## src/rtl/hacd_pkg.sv

```systemverilog
// hacd_pkg: shared types and constants for the HAWK 512->256 write downsizer.
package hacd_pkg;
  localparam int HAWK_DS_RATIO = 2;
  localparam logic [2:0] HAWK_S_AWSIZE = 3'd6;
  localparam logic [2:0] HAWK_M_AWSIZE = 3'd5;
  typedef enum logic [1:0] {IDLE, ADDR, DATA, RESP} hawk_ds_state_e;
  typedef struct packed {
    logic [7:0] len;
    logic [2:0] size;
    logic [1:0] burst;
    logic       lock;
    logic [3:0] cache;
    logic [2:0] prot;
    logic [3:0] qos;
    logic [3:0] region;
  } hawk_ds_aw_t;
endpackage

```

## src/rtl/hawk_wr_beat_splitter.sv

```systemverilog
// hawk_wr_beat_splitter: one-beat W buffer emitting each wide beat as two narrow halves, low first.
module hawk_wr_beat_splitter
  import hacd_pkg::*;
#(
  parameter int MW = 256,
  parameter int UW = 1
) (
  input  logic                          clk,
  input  logic                          rst,
  input  logic                          start,
  input  logic                          fill_ok,
  input  logic                          send_d,
  input  logic [6:0]                    len,
  input  logic [HAWK_DS_RATIO*MW-1:0]   s_wdata,
  input  logic [HAWK_DS_RATIO*MW/8-1:0] s_wstrb,
  input  logic                          s_wlast,
  input  logic [UW-1:0]                 s_wuser,
  input  logic                          s_wvalid,
  output logic                          s_wready,
  output logic [MW-1:0]                 m_wdata,
  output logic [MW/8-1:0]               m_wstrb,
  output logic                          m_wlast,
  output logic [UW-1:0]                 m_wuser,
  output logic                          m_wvalid,
  input  logic                          m_wready,
  output logic                          last_err
);
  localparam int SW = HAWK_DS_RATIO * MW;
  logic full, half, done, buf_last, m_hs, s_hs, cur_last, full_d, half_d, last_d;
  logic [6:0] cnt;
  logic [SW-1:0] buf_data, data_d;
  logic [SW/8-1:0] buf_strb, strb_d;
  logic [UW-1:0] buf_user, user_d;
  // done blocks early capture of the next burst's W while this one drains
  always_comb begin
    m_hs = m_wvalid & m_wready;
    s_wready = fill_ok & ~done & (~full | (half & m_hs));
    s_hs = s_wready & s_wvalid;
    cur_last = cnt == len;
    last_err = s_hs & (s_wlast != cur_last);
    full_d = s_hs | (full & ~(half & m_hs));
    half_d = s_hs ? 1'b0 : (half | m_hs);
    data_d = s_hs ? s_wdata : buf_data;
    strb_d = s_hs ? s_wstrb : buf_strb;
    user_d = s_hs ? s_wuser : buf_user;
    last_d = s_hs ? cur_last : buf_last;
  end
  always_ff @(posedge clk) begin
    if (rst) begin
      full <= 1'b0;
      half <= 1'b0;
      done <= 1'b0;
      cnt <= '0;
      buf_data <= '0;
      buf_strb <= '0;
      buf_user <= '0;
      buf_last <= 1'b0;
      m_wvalid <= 1'b0;
      m_wdata <= '0;
      m_wstrb <= '0;
      m_wlast <= 1'b0;
      m_wuser <= '0;
    end else begin
      full <= full_d;
      half <= half_d;
      done <= start ? 1'b0 : (done | (s_hs & cur_last));
      cnt <= start ? 7'd0 : cnt + 7'(s_hs);
      buf_data <= data_d;
      buf_strb <= strb_d;
      buf_user <= user_d;
      buf_last <= last_d;
      m_wvalid <= full_d & send_d;
      m_wdata <= half_d ? data_d[SW-1:MW] : data_d[MW-1:0];
      m_wstrb <= half_d ? strb_d[SW/8-1:MW/8] : strb_d[MW/8-1:0];
      m_wlast <= half_d & last_d;
      m_wuser <= user_d;
    end
  end
endmodule

```

## src/rtl/hawk_axi_wr_downsizer.sv

```systemverilog
// hawk_axi_wr_downsizer: AXI4 write-path 2:1 width converter, one transaction outstanding.
module hawk_axi_wr_downsizer
  import hacd_pkg::*;
#(
  parameter int ADDR_WIDTH   = 64,
  parameter int ID_WIDTH     = 6,
  parameter int USER_WIDTH   = 1,
  parameter int S_DATA_WIDTH = 512,
  parameter int M_DATA_WIDTH = 256
) (
  input  logic                      clk,
  input  logic                      rst,
  input  logic [ID_WIDTH-1:0]       s_axi_awid,
  input  logic [ADDR_WIDTH-1:0]     s_axi_awaddr,
  input  logic [7:0]                s_axi_awlen,
  input  logic [2:0]                s_axi_awsize,
  input  logic [1:0]                s_axi_awburst,
  input  logic                      s_axi_awlock,
  input  logic [3:0]                s_axi_awcache,
  input  logic [2:0]                s_axi_awprot,
  input  logic [3:0]                s_axi_awqos,
  input  logic [3:0]                s_axi_awregion,
  input  logic [USER_WIDTH-1:0]     s_axi_awuser,
  input  logic                      s_axi_awvalid,
  output logic                      s_axi_awready,
  input  logic [S_DATA_WIDTH-1:0]   s_axi_wdata,
  input  logic [S_DATA_WIDTH/8-1:0] s_axi_wstrb,
  input  logic                      s_axi_wlast,
  input  logic [USER_WIDTH-1:0]     s_axi_wuser,
  input  logic                      s_axi_wvalid,
  output logic                      s_axi_wready,
  output logic [ID_WIDTH-1:0]       s_axi_bid,
  output logic [1:0]                s_axi_bresp,
  output logic [USER_WIDTH-1:0]     s_axi_buser,
  output logic                      s_axi_bvalid,
  input  logic                      s_axi_bready,
  output logic [ID_WIDTH-1:0]       m_axi_awid,
  output logic [ADDR_WIDTH-1:0]     m_axi_awaddr,
  output logic [7:0]                m_axi_awlen,
  output logic [2:0]                m_axi_awsize,
  output logic [1:0]                m_axi_awburst,
  output logic                      m_axi_awlock,
  output logic [3:0]                m_axi_awcache,
  output logic [2:0]                m_axi_awprot,
  output logic [3:0]                m_axi_awqos,
  output logic [3:0]                m_axi_awregion,
  output logic [USER_WIDTH-1:0]     m_axi_awuser,
  output logic                      m_axi_awvalid,
  input  logic                      m_axi_awready,
  output logic [M_DATA_WIDTH-1:0]   m_axi_wdata,
  output logic [M_DATA_WIDTH/8-1:0] m_axi_wstrb,
  output logic                      m_axi_wlast,
  output logic [USER_WIDTH-1:0]     m_axi_wuser,
  output logic                      m_axi_wvalid,
  input  logic                      m_axi_wready,
  input  logic [ID_WIDTH-1:0]       m_axi_bid,
  input  logic [1:0]                m_axi_bresp,
  input  logic [USER_WIDTH-1:0]     m_axi_buser,
  input  logic                      m_axi_bvalid,
  output logic                      m_axi_bready,
  output logic                      prot_err
);
  hawk_ds_state_e state, state_d;
  hawk_ds_aw_t aw;
  logic aw_hs, w_err, unused_bid;
  assign unused_bid = ^m_axi_bid;
  always_comb begin
    s_axi_awready = (state == IDLE) & ~rst;
    aw_hs = s_axi_awready & s_axi_awvalid;
    s_axi_bvalid = (state == RESP) & m_axi_bvalid;
    m_axi_bready = (state == RESP) & s_axi_bready;
    s_axi_bid = m_axi_awid;
    s_axi_bresp = m_axi_bresp;
    s_axi_buser = m_axi_buser;
    {m_axi_awlen, m_axi_awsize, m_axi_awburst, m_axi_awlock, m_axi_awcache, m_axi_awprot,
     m_axi_awqos, m_axi_awregion} = aw;
    state_d = state;
    case (state)
      IDLE: state_d = aw_hs ? ADDR : IDLE;
      ADDR: state_d = (m_axi_awvalid & m_axi_awready) ? DATA : ADDR;
      DATA: state_d = (m_axi_wvalid & m_axi_wready & m_axi_wlast) ? RESP : DATA;
      RESP: state_d = (m_axi_bvalid & m_axi_bready) ? IDLE : RESP;
      default: state_d = IDLE;
    endcase
  end
  // awlen[7] is dropped: the doubled master burst must still fit in 8 bits
  always_ff @(posedge clk) begin
    if (rst) begin
      state <= IDLE;
      aw <= '0;
      m_axi_awid <= '0;
      m_axi_awaddr <= '0;
      m_axi_awuser <= '0;
      m_axi_awvalid <= 1'b0;
      prot_err <= 1'b0;
    end else begin
      state <= state_d;
      m_axi_awvalid <= aw_hs | (m_axi_awvalid & ~m_axi_awready);
      prot_err <= w_err | (aw_hs & (s_axi_awlen[7] | (s_axi_awsize != HAWK_S_AWSIZE)));
      if (aw_hs) begin
        aw <= '{len: {s_axi_awlen[6:0], 1'b1}, size: HAWK_M_AWSIZE, burst: s_axi_awburst,
                lock: s_axi_awlock, cache: s_axi_awcache, prot: s_axi_awprot,
                qos: s_axi_awqos, region: s_axi_awregion};
        m_axi_awid <= s_axi_awid;
        m_axi_awaddr <= s_axi_awaddr;
        m_axi_awuser <= s_axi_awuser;
      end
    end
  end
  hawk_wr_beat_splitter #(.MW(M_DATA_WIDTH), .UW(USER_WIDTH)) u_split (
    .clk      (clk),
    .rst      (rst),
    .start    (aw_hs),
    .fill_ok  ((state == ADDR) || (state == DATA)),
    .send_d   (state_d == DATA),
    .len      (aw.len[7:1]),
    .s_wdata  (s_axi_wdata),
    .s_wstrb  (s_axi_wstrb),
    .s_wlast  (s_axi_wlast),
    .s_wuser  (s_axi_wuser),
    .s_wvalid (s_axi_wvalid),
    .s_wready (s_axi_wready),
    .m_wdata  (m_axi_wdata),
    .m_wstrb  (m_axi_wstrb),
    .m_wlast  (m_axi_wlast),
    .m_wuser  (m_axi_wuser),
    .m_wvalid (m_axi_wvalid),
    .m_wready (m_axi_wready),
    .last_err (w_err)
  );
endmodule

```

## config.mk

```make
export PLATFORM = sky130hd
export DESIGN_NAME = hawk_axi_wr_downsizer
export DESIGN_NICKNAME = d
export VERILOG_FILES = /design/src/rtl/hacd_pkg.sv /design/src/rtl/hawk_wr_beat_splitter.sv /design/src/rtl/hawk_axi_wr_downsizer.sv
export SDC_FILE = /design/constraint.sdc
export NUM_CORES = 2
export LEC_CHECK = 0
export BUFFER_PORTS_ARGS = -buffer_cell sky130_fd_sc_hd__buf_2
export CORE_AREA = 4 4 424 426
export DETAILED_ROUTE_END_ITERATION = 10
export DIE_AREA = 0 0 428 430
export PLACE_DENSITY = 0.47
export SLEW_MARGIN = 40
export SYNTH_ARGS = -nofsm -noshare
export SYNTH_HDL_FRONTEND = slang
export SYNTH_SLANG_ARGS = --single-unit
```

## constraint.sdc

```tcl
create_clock -name clk -period 2.65 [get_ports clk]
set_input_delay 0.53 -clock clk [delete_from_list [all_inputs] [get_ports clk]]
set_output_delay 0.53 -clock clk [all_outputs]
set_load 0.01 [all_outputs]
```

# --- Word-level counts from Yosys, hierarchy flattened ---
# Cells that the tools add are included.
totals:
  register_bits: 980
  latch_bits: 0
  mem_bits_rw: 0
  mem_bits_ro: 0
  in_bits: 695
  wordCells: 79
  n_memories: 0
op_classes:
  addsub: 1
  multipliers: 0
  div: 0
  magnitude_cmp: 0
  n_eq_ne: 7
  shifts: 0
  muxes: 11
  n_bitwise: 31
  reduce_logical: 3
ops:
  columns: ["cell", "n"]
  rows:
  - ["2-to-1 mux 512 bit", 1]
  - ["2-to-1 mux 256 bit", 1]
  - ["2-to-1 mux 64 bit", 1]
  - ["2-to-1 mux 32 bit", 1]
  - ["AND 1 bit", 19]
  - ["one-hot mux 2 bit (4 select lines)", 1]
  - ["adder 7 x 1 -> 7 bit", 1]
  - ["== test 7 bit", 1]
  - ["bitwise OR 1 bit", 7]
  - ["== test 2 bit, second input constant", 3]
  - ["inverter 1 bit", 5]
  - ["2-to-1 mux 1 bit", 4]
  - ["2-to-1 mux 2 bit", 2]
  - ["!= test 3 bit, second input constant", 1]
  - ["== test 2 x 1 -> 1 bit, second input constant", 1]
  - ["logical NOT 2 bit", 1]
  - ["OR reduction 2 bit", 1]
  - ["logical OR 1 bit", 1]
  - ["!= test 1 bit", 1]

# --- Depth between registers and ports, before layout ---
logic_depth:
  ltp_word: 7
  ltp_mapped: 13

# --- Cells and area by module ---
# Synthesis repeated with hierarchy kept, for this count alone.
unflattened:
  hier_cells: 4280
  hier_area_um2: 37648.6
by_module_without_submodules:
  columns: ["module", "instances", "cells_each", "area_per_inst_um2", "seq_area_each_um2"]
  rows:
  - ["hawk_wr_beat_splitter", 1, 3815, 33485.9, 17576.9]
  - ["hawk_axi_wr_downsizer", 1, 465, 4162.7, 2021.9]

# --- Worst setup path before layout ---
# Ideal clock, no wire load.
synth_timing:
  path_type: "reg-to-reg"
  from: "register state[0]"
  to: "register u_split.cnt[4]"
  t_arrival_ps: 2065
  path_slack_ps: 466
  stages_incl_launch_ff: 14
  path_buffers: 3
  cell_sequence: "dfxtp_1 -> inv_1 -> ha_1 -> nand3b_1 -> a21o_1 -> buf_2 -> inv_2 -> buf_2 -> buf_2 -> ha_1 -> ha_1 -> nand3_1 -> xor2_1 -> nor2_1"
synth_via:
  elab_chain_cells: 6
synth_rtl:
  columns: ["element", "line_no", "text"]
  rows:
  - ["start: declaration", "hawk_axi_wr_downsizer.sv:63", "hawk_ds_state_e state, state_d;"]
  - ["start signal: assignment", "hawk_axi_wr_downsizer.sv:97", "state <= state_d;"]
  - ["== test 2 x 1 -> 1 bit or == test 2 bit (tied branches)", "hawk_axi_wr_downsizer.sv:114", ".fill_ok ((state == ADDR) || (state == DATA)),"]
  - ["logical OR 1 bit", "hawk_axi_wr_downsizer.sv:114", null]
  - ["AND 1 bit (2 in a row)", "hawk_wr_beat_splitter.sv:37", "s_wready = fill_ok & ~done & (~full | (half & m_hs));"]
  - ["AND 1 bit", "hawk_wr_beat_splitter.sv:38", "s_hs = s_wready & s_wvalid;"]
  - ["adder 7 x 1 -> 7 bit", "hawk_wr_beat_splitter.sv:67", "cnt <= start ? 7'd0 : cnt + 7'(s_hs);"]
  - ["end signal: assignment", "hawk_wr_beat_splitter.sv:67", null]
  - ["end: declaration", "hawk_wr_beat_splitter.sv:30", "logic [6:0] cnt;"]
# Parallel ways exist; a longest one is shown, timed or not.
# A chain may end at the register's enable or synchronous reset.

# --- Worst setup path after layout ---
layout_timing:
  from: "register state[0]"
  to: "output port s_axi_wready"
layout_via:
  elab_chain_cells: 4
layout_rtl:
  columns: ["element", "line_no", "text"]
  rows:
  - ["== test 2 x 1 -> 1 bit or == test 2 bit (tied branches)", "hawk_axi_wr_downsizer.sv:114", null]
  - ["logical OR 1 bit *", "hawk_axi_wr_downsizer.sv:114", null]
  - ["AND 1 bit * (2 in a row)", "hawk_wr_beat_splitter.sv:37", null]
  - ["end: declaration", "hawk_axi_wr_downsizer.sv:31", "output logic s_axi_wready,"]
# Every way passes the cells marked *; elsewhere a longest branch is shown, timed or not.

==> results.md <==
* Outcome: finished clean
* Number of setup violations in the final report at 0
* Worst Setup SP: state[0]
* Largest family of logic cells by synthesized area: simple AND/OR/NAND/NOR gates
* Leak pwr at approximately 22 nW
* PostCTS Resize Cnt at 0
* Post-synthesis compound-gate area fraction at 13.7%
* Initial core utilization at between 20% and 30%
* Net Switching at between 9 and 10 mW
* Io pins at approximately 1100
* # H-tree levels at 3
* Clock Tree Root: clkbuf_16
* Die area at roughly 180000 um^2
* Pwr dens at between 600 and 700 nW/um^2
* Synth Area in XOR/XNOR at less than 1%
* CTS tree: built
* Clock skew at about 0.034 ns
* Worst path max stage delay at around 0.36 ns
* Max Freq at between 0.4 and 0.5 GHz
* Unrepaired setup endpoints after global routing: no
* Critical path required time at roughly 2.1 ns
* Largest net degree at the start of global routing at 185
* Top_reg_cell synth: dfxtp_1
* Netlist Area Pre-Place at around 36000 um^2
* GPL Wtd Cong at ~0.87
* Yosys reg bits at about 1000
* Routed len/inst at 17.0 um
* Drt drc at 0
* R2R Setup Slk at 0.38 ns
* Post-synth EDFFs at 0
* Final Critical Period at around 2.4 ns
* Hold Path Origin: s_axi_wdata[424]
* Clk Latency, worst-skew pair at roughly 0.74 ns
* Seq/Total Area, Yosys at a little over half
* Final Core Density at 30.1%
* Vias in the first global route at 34700
* Area growth from synthesis to layout at 47.3%
* Row cnt at between 150 and 200
* Critical Path AT at 1.91 ns
* Synth top area cells: dfxtp_1 55%, nand2_1 17%, a21oi_1 12%
* Die H at 430 um
* Share of layout cells above drive strength 1 at ~28%
* TNS Setup at 0 ns
* Chip width at 428 um
* CTS Buf Count at 110
* DR iter-0 viols at approximately 1900
* PortBufs at 1087
* Worst setup EP type: output port
* Cells on Worst Hold Path at 3
* Pint at around 27 mW
* R2r worst-path depth at 9
* Mux cell area share after synthesis at 9.03%
* Clk buf depth at 3
* Fillers at approximately 19000
* Gate Count Post-Synth at about 4300
* Share of the synthesized area in the top cell type at a little over half
* Critical Path Source Type: register
* Ys async rst share at 0%
* Clk sinks at around 980
* Vias per cell at 4.18
* Reg2reg start: state[0]
* Top-count cell post-synth: nand2_1
* GRT overflow at 0
* CP max FO at 3
* Switching Share at roughly 27%
* Crit path cell chain: inv_1 > ha_1 > and3_1 > buf_2
* Antenna violations before repair at 23
* DPL Wire Length at 102000 um
* Power share of the combinational group at approximately 14%
* Crit Path Class: register to output port
* Post-Synth Simple-Gate Area at 17.6%
* Highest-delay cell along the critical path: dfxtp_1
* Global Route Usage Sum at between 10 and 15%
* Unique masters post-synth at 38
* Area leader, netlist: dfxtp_1
* Worst-path clk slew at ~0.070 ns
* Max-cap violations at 0
* Worst rel slew slack at around 45%
* Final wirelength at approximately 140000 um
* Final Hold Vio Count at 0
* Max Slew Vio Count at 0
* Global-route wire length before repair at about 210000 um
* Worst Hold End: u_split.buf_data[424]
* Worst Tran Pin Value at a little over 0.8 ns
* Core footprint at 176000 um^2
* Post-route antenna net violation count at 0
* Post-synthesis adder-cell area fraction at less than 1%
* Flop pwr share at 44.2%
* Crit share post-route at between 90% and 100%
* Max IR drop VDD at around 0.52 mV
* R2r endpoint: u_split.m_wdata[164]
* Post-Syn Area per Cell at 8.41 um^2
* Clock power frac at around 42%
* Via count at about 34000
* Synth Warn # at 0
* Fin nets at between 6000 and 7000
* TritonRoute pass-1 iters at 7
* Syn nets at between 4000 and 5000
* Commonest cells post-synth: 1640 x nand2_1, 979 x dfxtp_1, 868 x a21oi_1
* Type of the most critical hold path: primary input to register
-- worst max-delay path by stage --
stage                                       to  slack, ns  depth (start not counted)
after floorplan                 u_split.cnt[4]       0.47                         13
after global placement    u_split.m_wdata[164]       0.40                          8
after detailed placement   u_split.m_wdata[57]       0.38                          8
after CTS                         s_axi_wready       0.03                          4
after global routing              s_axi_wready      0.002                          4
final                             s_axi_wready       0.21                          4
-- per-stage QoR --
step	instances	power, mW	cell area [um^2]	hold WS, ns	setup WS [ns]
CTS	8199	37.5	52900	0.0000243	0.0282
finish	8219	36.9	52900	0.0819	0.215
global route	8211	38.7	52900	0.00953	0.00229
global placement	7472	21.2	43900	0.437	0.405
floorplan	4273	19.1	35900	0.423	0.466
detailed placement	7472	21.3	43900	0.443	0.379
-- logic make-up after synthesis --
logic type | Yosys count
AND/OR/NAND/NOR | 1673
buffers and inverters | 338
flip-flops | 979
AO/OA/AOI/OAI | 975
XOR/XNOR | 12
other | 1
adder cells (fa/ha/maj) | 7
multiplexers | 288
-- cell usage in the layout, fill, tap and decap left out, drive strengths merged --
| cell type | instances |
|---|---|
| a211oi | 1 |
| clkbuf | 171 |
| and2 | 3 |
| or3 | 1 |
| dfxtp | 979 |
| nor2b | 1 |
| nand2 | 1640 |
| xnor2 | 8 |
| buf | 1192 |
| conb | 1 |
| a41o | 1 |
| diode | 20 |
| nand3b | 1 |
| and3 | 5 |
| a21o | 3 |
| ha | 7 |
| a21boi | 1 |
| nor4bb | 1 |
| dlygate4sd3 | 528 |
| a311oi | 1 |
| nand4 | 1 |
| bufinv | 4 |
| mux2 | 288 |
| clkinv | 16 |
| nor2 | 9 |
| nand2b | 1 |
| nor3 | 3 |
| o2111ai | 1 |
| xor2 | 4 |
| o21ai | 97 |
| inv | 13 |
| nand3 | 6 |
| a21oi | 869 |
| or4b | 1 |
| o211ai | 1 |
-- flip-flops by register name, indices dropped and copies added, names as in the netlist, 6 cells and up --
name / count
u_split.buf_strb: 64
m_axi_awlen: 8
u_split.m_wdata: 256
u_split.m_wstrb: 32
m_axi_awid: 6
m_axi_awaddr: 64
u_split.cnt: 7
u_split.buf_data: 512
-- layer usage --
metal | part of all wire [%] | GRT usage (%)
met1 | 40 | 16.8
met2 | 50 | 25.6
met3 | 5.4 | 3.50
met4 | 3.9 | 5.79
met5 | 0.019 | 0
-- power groups by stage --
stage               sequential (mW)  clock [mW]  combinational (mW)
CTS                            16.3        15.8                5.32
finish                         16.3        15.3                5.25
detailed placement             16.7           0                4.65
global route                   16.4        16.4                5.82
floorplan                      16.7           0                2.45
global placement               16.6           0                4.61
-- worst max-delay path, delay by kind of cell (launching register included) --
family                     cells  cell delay (ns)
DFF                            1             0.36
adders and majority gates      1             0.32
buffers and inverters          2             0.27
and+or+nand+nor                1             0.24
-- cell type report --
class	count	area (um^2)	area share, %
antenna	20	50.0	0.0946
tap	2340	2930	5.53
sequential	979	19600	37.0
clock buffer	171	3270	6.18
inverter	5	26.3	0.0497
clock inverter	28	372	0.702
multi-input combinational	2956	14700	27.8
timing repair buffer	1720	12000	22.6
-- timing repair --
| item | CTS | global route |
|---|---|---|
| buffers inserted | 0 | 0 |
| hold buffers | 528 | 0 |
| endpoints found under the hold margin | 683 | 0 |
Note: power is estimated with default switching activity, not from simulation.
